===== src/rtl/lsu_pipe.sv =====
// Load/store unit pipe: one outstanding bus access, byte-lane steering,
// load extension, misalignment checking and a WAIT-state timeout.
module lsu_pipe #(
    parameter int ADDR_W  = 32,
    parameter int DATA_W  = 32,
    parameter int TIMEOUT = 255
) (
    input  logic                clk,
    input  logic                rst_n,
    input  logic                req_valid,
    output logic                req_ready,
    input  logic                req_we,
    input  logic [ADDR_W-1:0]   req_addr,
    input  logic [DATA_W-1:0]   req_wdata,
    input  logic [1:0]          req_size,
    input  logic                req_signed,
    output logic                resp_valid,
    input  logic                resp_ready,
    output logic [DATA_W-1:0]   resp_rdata,
    output logic                resp_err,
    output logic                mem_req,
    input  logic                mem_gnt,
    output logic                mem_we,
    output logic [ADDR_W-1:0]   mem_addr,
    output logic [DATA_W-1:0]   mem_wdata,
    output logic [DATA_W/8-1:0] mem_wstrb,
    input  logic                mem_rvalid,
    input  logic [DATA_W-1:0]   mem_rdata,
    input  logic                mem_err
);

    localparam int STRB_W = DATA_W / 8;
    localparam int LANE_W = $clog2(STRB_W);
    localparam int CNT_W  = 16;
    localparam logic [CNT_W-1:0]  TIMEOUT_C = CNT_W'(TIMEOUT);
    localparam logic [ADDR_W-1:0] LANE_MASK = ADDR_W'(STRB_W - 1);

    typedef enum logic [1:0] {
        ST_IDLE  = 2'd0,
        ST_ISSUE = 2'd1,
        ST_WAIT  = 2'd2,
        ST_RESP  = 2'd3
    } state_e;

    state_e              state_q, state_d;
    logic [CNT_W-1:0]    cnt_q, cnt_d;
    logic                we_q, we_d;
    logic [1:0]          size_q, size_d;
    logic                sgn_q, sgn_d;
    logic [LANE_W-1:0]   lane_q, lane_d;
    logic                resp_valid_q, resp_valid_d;
    logic                resp_err_q, resp_err_d;
    logic [DATA_W-1:0]   resp_rdata_q, resp_rdata_d;
    logic                mem_req_q, mem_req_d;
    logic                mem_we_q, mem_we_d;
    logic [ADDR_W-1:0]   mem_addr_q, mem_addr_d;
    logic [DATA_W-1:0]   mem_wdata_q, mem_wdata_d;
    logic [STRB_W-1:0]   mem_wstrb_q, mem_wstrb_d;

    logic [LANE_W-1:0]   req_lane_s;
    logic                req_bad_s;
    logic [CNT_W-1:0]    cnt_inc_s;

    function automatic logic is_misaligned(input logic [2:0] low, input logic [1:0] size);
        logic r;
        case (size)
            2'd0:    r = 1'b0;
            2'd1:    r = low[0];
            2'd2:    r = |low[1:0];
            2'd3:    r = |low[2:0];
            default: r = 1'b1;
        endcase
        return r;
    endfunction

    function automatic logic [STRB_W-1:0] strb_base(input logic [1:0] size);
        logic [STRB_W-1:0] r;
        case (size)
            2'd0:    r = STRB_W'(8'h01);
            2'd1:    r = STRB_W'(8'h03);
            2'd2:    r = STRB_W'(8'h0F);
            2'd3:    r = STRB_W'(8'hFF);
            default: r = '0;
        endcase
        return r;
    endfunction

    // Shift the addressed bytes down, keep 2^size bytes, then sign/zero extend.
    function automatic logic [DATA_W-1:0] load_ext(input logic [DATA_W-1:0] raw,
                                                   input logic [LANE_W-1:0] lane,
                                                   input logic [1:0]        size,
                                                   input logic              sgn);
        logic [DATA_W-1:0] sh;
        logic [DATA_W-1:0] mask;
        logic              sb;
        logic [DATA_W-1:0] r;
        sh = raw >> {lane, 3'b000};
        case (size)
            2'd0: begin
                mask = DATA_W'(64'h0000_0000_0000_00FF);
                sb   = sh[7];
            end
            2'd1: begin
                mask = DATA_W'(64'h0000_0000_0000_FFFF);
                sb   = sh[15];
            end
            2'd2: begin
                mask = DATA_W'(64'h0000_0000_FFFF_FFFF);
                sb   = sh[31];
            end
            default: begin
                mask = '1;
                sb   = sh[DATA_W-1];
            end
        endcase
        r = sh & mask;
        if (sgn && sb) begin
            r = r | ~mask;
        end else begin
            r = r;
        end
        return r;
    endfunction

    assign req_lane_s = req_addr[LANE_W-1:0];
    assign req_bad_s  = is_misaligned(req_addr[2:0], req_size) ||
                        ((req_size == 2'd3) && (DATA_W != 64));
    assign cnt_inc_s  = cnt_q + 16'd1;

    // Next-state and next-output computation for the access FSM.
    always_comb begin
        state_d      = state_q;
        cnt_d        = cnt_q;
        we_d         = we_q;
        size_d       = size_q;
        sgn_d        = sgn_q;
        lane_d       = lane_q;
        resp_valid_d = resp_valid_q;
        resp_err_d   = resp_err_q;
        resp_rdata_d = resp_rdata_q;
        mem_req_d    = mem_req_q;
        mem_we_d     = mem_we_q;
        mem_addr_d   = mem_addr_q;
        mem_wdata_d  = mem_wdata_q;
        mem_wstrb_d  = mem_wstrb_q;

        case (state_q)
            ST_IDLE: begin
                if (req_valid) begin
                    we_d   = req_we;
                    size_d = req_size;
                    sgn_d  = req_signed;
                    lane_d = req_lane_s;
                    if (req_bad_s) begin
                        state_d      = ST_RESP;
                        resp_valid_d = 1'b1;
                        resp_err_d   = 1'b1;
                        resp_rdata_d = '0;
                    end else begin
                        state_d     = ST_ISSUE;
                        mem_req_d   = 1'b1;
                        mem_we_d    = req_we;
                        mem_addr_d  = req_addr & ~LANE_MASK;
                        mem_wstrb_d = req_we ? (strb_base(req_size) << req_lane_s) : '0;
                        mem_wdata_d = req_we ? (req_wdata << {req_lane_s, 3'b000}) : '0;
                    end
                end else begin
                    state_d = ST_IDLE;
                end
            end
            ST_ISSUE: begin
                if (mem_gnt) begin
                    state_d   = ST_WAIT;
                    mem_req_d = 1'b0;
                    cnt_d     = '0;
                end else begin
                    state_d = ST_ISSUE;
                end
            end
            ST_WAIT: begin
                // A completion in the timeout cycle still wins.
                if (mem_rvalid) begin
                    state_d      = ST_RESP;
                    resp_valid_d = 1'b1;
                    resp_err_d   = mem_err;
                    resp_rdata_d = (mem_err || we_q) ? '0 : load_ext(mem_rdata, lane_q, size_q, sgn_q);
                    mem_we_d     = 1'b0;
                    mem_addr_d   = '0;
                    mem_wdata_d  = '0;
                    mem_wstrb_d  = '0;
                end else if (cnt_inc_s == TIMEOUT_C) begin
                    state_d      = ST_RESP;
                    resp_valid_d = 1'b1;
                    resp_err_d   = 1'b1;
                    resp_rdata_d = '0;
                    mem_we_d     = 1'b0;
                    mem_addr_d   = '0;
                    mem_wdata_d  = '0;
                    mem_wstrb_d  = '0;
                end else begin
                    cnt_d = cnt_inc_s;
                end
            end
            ST_RESP: begin
                if (resp_ready) begin
                    state_d      = ST_IDLE;
                    resp_valid_d = 1'b0;
                    resp_err_d   = 1'b0;
                    resp_rdata_d = '0;
                end else begin
                    state_d = ST_RESP;
                end
            end
            default: begin
                state_d      = ST_IDLE;
                resp_valid_d = 1'b0;
                resp_err_d   = 1'b0;
                resp_rdata_d = '0;
                mem_req_d    = 1'b0;
            end
        endcase
    end

    // State, captured request and registered outputs.
    always_ff @(posedge clk or negedge rst_n) begin
        if (!rst_n) begin
            state_q      <= ST_IDLE;
            cnt_q        <= '0;
            we_q         <= 1'b0;
            size_q       <= 2'd0;
            sgn_q        <= 1'b0;
            lane_q       <= '0;
            resp_valid_q <= 1'b0;
            resp_err_q   <= 1'b0;
            resp_rdata_q <= '0;
            mem_req_q    <= 1'b0;
            mem_we_q     <= 1'b0;
            mem_addr_q   <= '0;
            mem_wdata_q  <= '0;
            mem_wstrb_q  <= '0;
        end else begin
            state_q      <= state_d;
            cnt_q        <= cnt_d;
            we_q         <= we_d;
            size_q       <= size_d;
            sgn_q        <= sgn_d;
            lane_q       <= lane_d;
            resp_valid_q <= resp_valid_d;
            resp_err_q   <= resp_err_d;
            resp_rdata_q <= resp_rdata_d;
            mem_req_q    <= mem_req_d;
            mem_we_q     <= mem_we_d;
            mem_addr_q   <= mem_addr_d;
            mem_wdata_q  <= mem_wdata_d;
            mem_wstrb_q  <= mem_wstrb_d;
        end
    end

    assign req_ready  = (state_q == ST_IDLE);
    assign resp_valid = resp_valid_q;
    assign resp_err   = resp_err_q;
    assign resp_rdata = resp_rdata_q;
    assign mem_req    = mem_req_q;
    assign mem_we     = mem_we_q;
    assign mem_addr   = mem_addr_q;
    assign mem_wdata  = mem_wdata_q;
    assign mem_wstrb  = mem_wstrb_q;

endmodule


===== config.mk =====
export PLATFORM = sky130hd
export DESIGN_NAME = lsu_pipe
export DESIGN_NICKNAME = d
export VERILOG_FILES = /design/src/rtl/lsu_pipe.sv
export SDC_FILE = /design/constraint.sdc
export NUM_CORES = 1
export LEC_CHECK = 0
export BUFFER_PORTS_ARGS = -buffer_cell sky130_fd_sc_hd__buf_2
export CELL_PAD_IN_SITES_DETAIL_PLACEMENT = 1
export CELL_PAD_IN_SITES_GLOBAL_PLACEMENT = 1
export CORE_ASPECT_RATIO = 0.5
export CORE_UTILIZATION = 30
export CTS_CLUSTER_SIZE = 25
export DETAILED_ROUTE_END_ITERATION = 12
export PLACE_DENSITY = 0.62
export SLEW_MARGIN = 0
export SYNTH_ARGS = -nofsm -noshare
export SYNTH_HDL_FRONTEND = slang
export SYNTH_SLANG_ARGS = --single-unit

===== constraint.sdc =====
create_clock -name clk -period 5.85 [get_ports clk]
set_input_delay 0.2925 -clock clk [delete_from_list [all_inputs] [get_ports clk]]
set_output_delay 0.2925 -clock clk [all_outputs]
set_load 0.02 [all_outputs]

==> out/results.txt <==
The number of global-route vias before repair is 5828, and the internal reg-to-reg setup slack is 2.53 ns. In this run, the clock network consumes 28.0% of the power. The number of DRC violations after detailed-routing iteration 0 came out at 191. The final layout contains routed wiring with a total length of 20400 um. Summed over all nets, the switching power comes to 1.54 mW. The headroom to the max-slew limit was 24.3%; the number of port buffers was 209.

STA classifies the critical path endpoint as a register. Depth of the most critical reg-to-reg path: 8. Hold is met by 0.0155 ns.

Tracing the worst setup path back leads to its startpoint at cnt_q[0]. The die is 107 um tall. Data on the critical path is required at its endpoint by 6.19 ns.

From synthesis to final layout, the design area changed by 26.3%. After detailed routing, the average wire length per cell comes to 18.1 um. The run gives 0 ns as the setup TNS.

In this run the power density over the cells is 455 mW/mm2. The tools report the final-layout fill cell count as 2464. For this run, the leading register cell type out of synthesis is dfrtp_1. For this configuration, the core starts out at a cell density of 31.3%. The tools report the clock skew after layout as 0.0121 ns. Before antenna repair, the detailed router went through 4 iterations. The top cell type by area accounts for 48.0% of the synthesized area. The number of buffers inserted by post-CTS setup repair is 0.

The maximum number of pins on one net before global-route repair came out at 68. Across the VDD grid, the largest voltage drop is 0.000230 V. The reported max-cap violation count was 0. For the number of hold-slack violations in the final timing report, the log shows 0. Pin placement for this block handled 212 I/O pins. The detailed router placed 5521 vias in this run.

The final weighted congestion in routability-driven placement was 0.806. Of the cells placed in the final design, the portion with a size suffix greater than 1 is 38.3%. In this run, post-CTS repair resized a total of 0 instances. Counting instances in the post-synthesis netlist gives the leading cell types as dfrtp_1, nand2_1, o2bb2ai_1.

The peak fanout along the critical path came out at 36. The H-tree was split into 4 levels. The largest total area in the synthesized netlist belongs to dfrtp_1. Synthesis handed over a netlist of 643 instances. The logs give 0 for the number of buffers inserted for hold repair after clock tree synthesis and 32600 um for the global-route wire length before repair. Of the synthesized area, sequential elements account for 48.0%. Setup repair after global routing left no endpoint under its margin.

The endpoint identified for the worst register-to-register timing path is mem_wdata[5]. CTS saw 126 sinks. For the post-synthesis instance area, the log shows 0.00657 mm2. For the pin with the worst max-slew slack, the measured transition is 1.14 ns.

Summed over all cells, the static leakage comes to 4.04 nW. For this run, the number of Yosys warnings is 0. For this run the aggregate overflow at the end of global routing stands at 0.

STA classifies the critical path startpoint as a register. The tools report the number of clock buffers inserted by TritonCTS as 17. Clock root buffer: clkbuf_16. The number of flops mapped to enable cells by yosys was 0.

Dividing the synthesized area by the synthesized cell count gives 10.2 um2. The final layout contains 931 nets. The tools report the count of standard-cell rows as 37. The share of flip-flops with an asynchronous set or reset is 100%.

For the share of power burned in registers, the log shows 36.1%. In this run the standard cell core region covers 0.0210 mm2. The critical path is of the register to register type.

The path class of the tightest hold or removal check is input port to asynchronous set/reset pin. The launch instance of the worst register-to-register path was cnt_q[0]. Register bit total from synthesis: 126.

The tools report the end point of the critical path as mem_wdata[5]. Most repeated cell in the gate-level netlist after synthesis: dfrtp_1. Global routing used 18.6% of the available tracks. Post-layout minimum cycle time: 3.32 ns. For the number of distinct library cells after synthesis, the log shows 55.

In this run switching power makes up 40.6% of total power. OpenSTA, run right after detailed placement, puts the worst setup slack at 2.45 ns. The clock reaches the later pin of the worst-skew pair after 0.41 ns. After layout, the worst path uses 56.7% of the clock period.

For the post-detailed-placement half-perimeter wirelength, the log shows 14700 um. The residual antenna-violating net count after detailed routing is 0. TritonCTS built the clock tree. The number of max-slew violations in the final report is 0. Setup slack closes at 2.53 ns. After detailed routing, the number of remaining DRC violations is 0. Derived from the worst setup path, the maximum achievable clock frequency is 301 MHz. In the post-synthesis netlist, the biggest area contributors are dfrtp_1, nand2_1, mux2i_1, o2bb2ai_1, a21oi_2.

Using the TritonRoute via totals, the vias-per-cell ratio works out to 4.89. Cell internal power was estimated by the tool at 2.24 mW. The floorplan die width was 211 um.

Floorplan die area: 0.0225 mm2. Maximum root-to-sink buffer count: 2. The total of endpoints with negative setup slack in the final report came out at 0. The initial antenna violation count is 1, and the clock-pin slew of the registers on the worst-case setup and hold paths is 0.06 ns.

The part of the power in combinational logic is 35.8%. For the worst setup path, the data arrival time is 3.66 ns. The flow ran to the end, and the final reports show no timing, DRC or antenna violations.
[state kept, by name, indices dropped and copies added (netlist names), 2 cells and up]
register,count
state_q,2
resp_rdata,32
size_q,2
mem_wdata,32
cnt_q,16
lane_q,2
mem_addr,30
mem_wstrb,4
[layout by cell type (no fill, tap or decap), drive strengths merged, types with 5 or more instances in the layout]
master / count
a31oi: 6
buf: 213
clkbuf: 19
nor3: 5
clkinvlp: 7
and2: 6
o31ai: 5
nor2: 31
a211oi: 7
a21oi: 51
o2bb2ai: 45
or3: 5
dfrtp: 126
nand3: 14
inv: 9
nand4: 8
o21ai: 35
a22o: 25
nand2: 113
mux2: 24
mux2i: 33
a21o: 6
[cell type report]
type / count / area (um2) / area share [%]
Multi-Input combinational cell: 456 / 3080 / 37.1
Sequential cell: 126 / 3150 / 38.0
Timing Repair Buffer: 213 / 1080 / 13.0
Inverter: 8 / 30.0 / 0.362
Clock inverter: 13 / 140 / 1.69
Antenna cell: 1 / 2.50 / 0.0302
Tap cell: 292 / 365 / 4.40
Clock buffer: 19 / 453 / 5.46
[how the worst min path moves through the flow]
stage	start	endpoint	slack (ns)	cells past startpoint
floorplan	rst_n	cnt_q[0]	-0.003	0
global placement	resp_rdata[15]	resp_rdata[15]	0.47	1
detailed placement	resp_rdata[8]	resp_rdata[8]	0.47	1
CTS	rst_n	mem_addr[10]	0.04	1
global route	rst_n	mem_wdata[20]	0.08	1
finish	rst_n	mem_wdata[20]	0.02	1
[logic make-up after synthesis]
| logic type | Yosys count | synth area share (%) |
|---|---|---|
| other | 1 | 0.0571 |
| flip-flops | 126 | 48.0 |
| AO/OA/AOI/OAI | 192 | 23.1 |
| buffers and inverters | 62 | 5.24 |
| multiplexers | 57 | 9.20 |
| adder cells (fa/ha/maj) | 2 | 0.381 |
| XOR/XNOR | 4 | 0.533 |
| AND/OR/NAND/NOR | 199 | 13.5 |
[power groups by stage]
stage                     clock network, mW  logic [mW]  registers [mW]
after floorplan                           0       0.853            1.46
after global placement                    0        1.34            1.37
after detailed placement                  0        1.36            1.38
after CTS                              1.09        1.37            1.37
after global routing                   1.13        1.48            1.41
final                                  1.06        1.35            1.37
[metrics by stage]
step	util (%)	area (um2)	total power, mW	std cells
2_1_floorplan	-	6570	2.31	644
3_3_place_gp	36.7	7700	2.71	1095
3_5_place_dp	36.7	7700	2.74	1095
4_1_cts	39.5	8300	3.82	1127
5_1_grt	39.5	8300	4.02	1128
6_report	39.5	8300	3.78	1128
[routing by layer]
| layer | GRT usage, % | wire length (um) |
|---|---|---|
| met1 | 25.8 | 9930 |
| met2 | 29.3 | 9520 |
| met3 | 3.72 | 665 |
| met4 | 5.59 | 289 |
| met5 | 0 | 0 |
[critical path, cell delays in order (launching register included)]
cell      delay (ns)
dfrtp_1         0.45
ha_1            0.31
nand3_1         0.18
nor3_2          0.38
mux2_2          0.41
o221ai_4        0.23
o31ai_2         0.13
a21oi_4         0.87
a22o_1          0.28
Power figures use the tool's default switching activity.
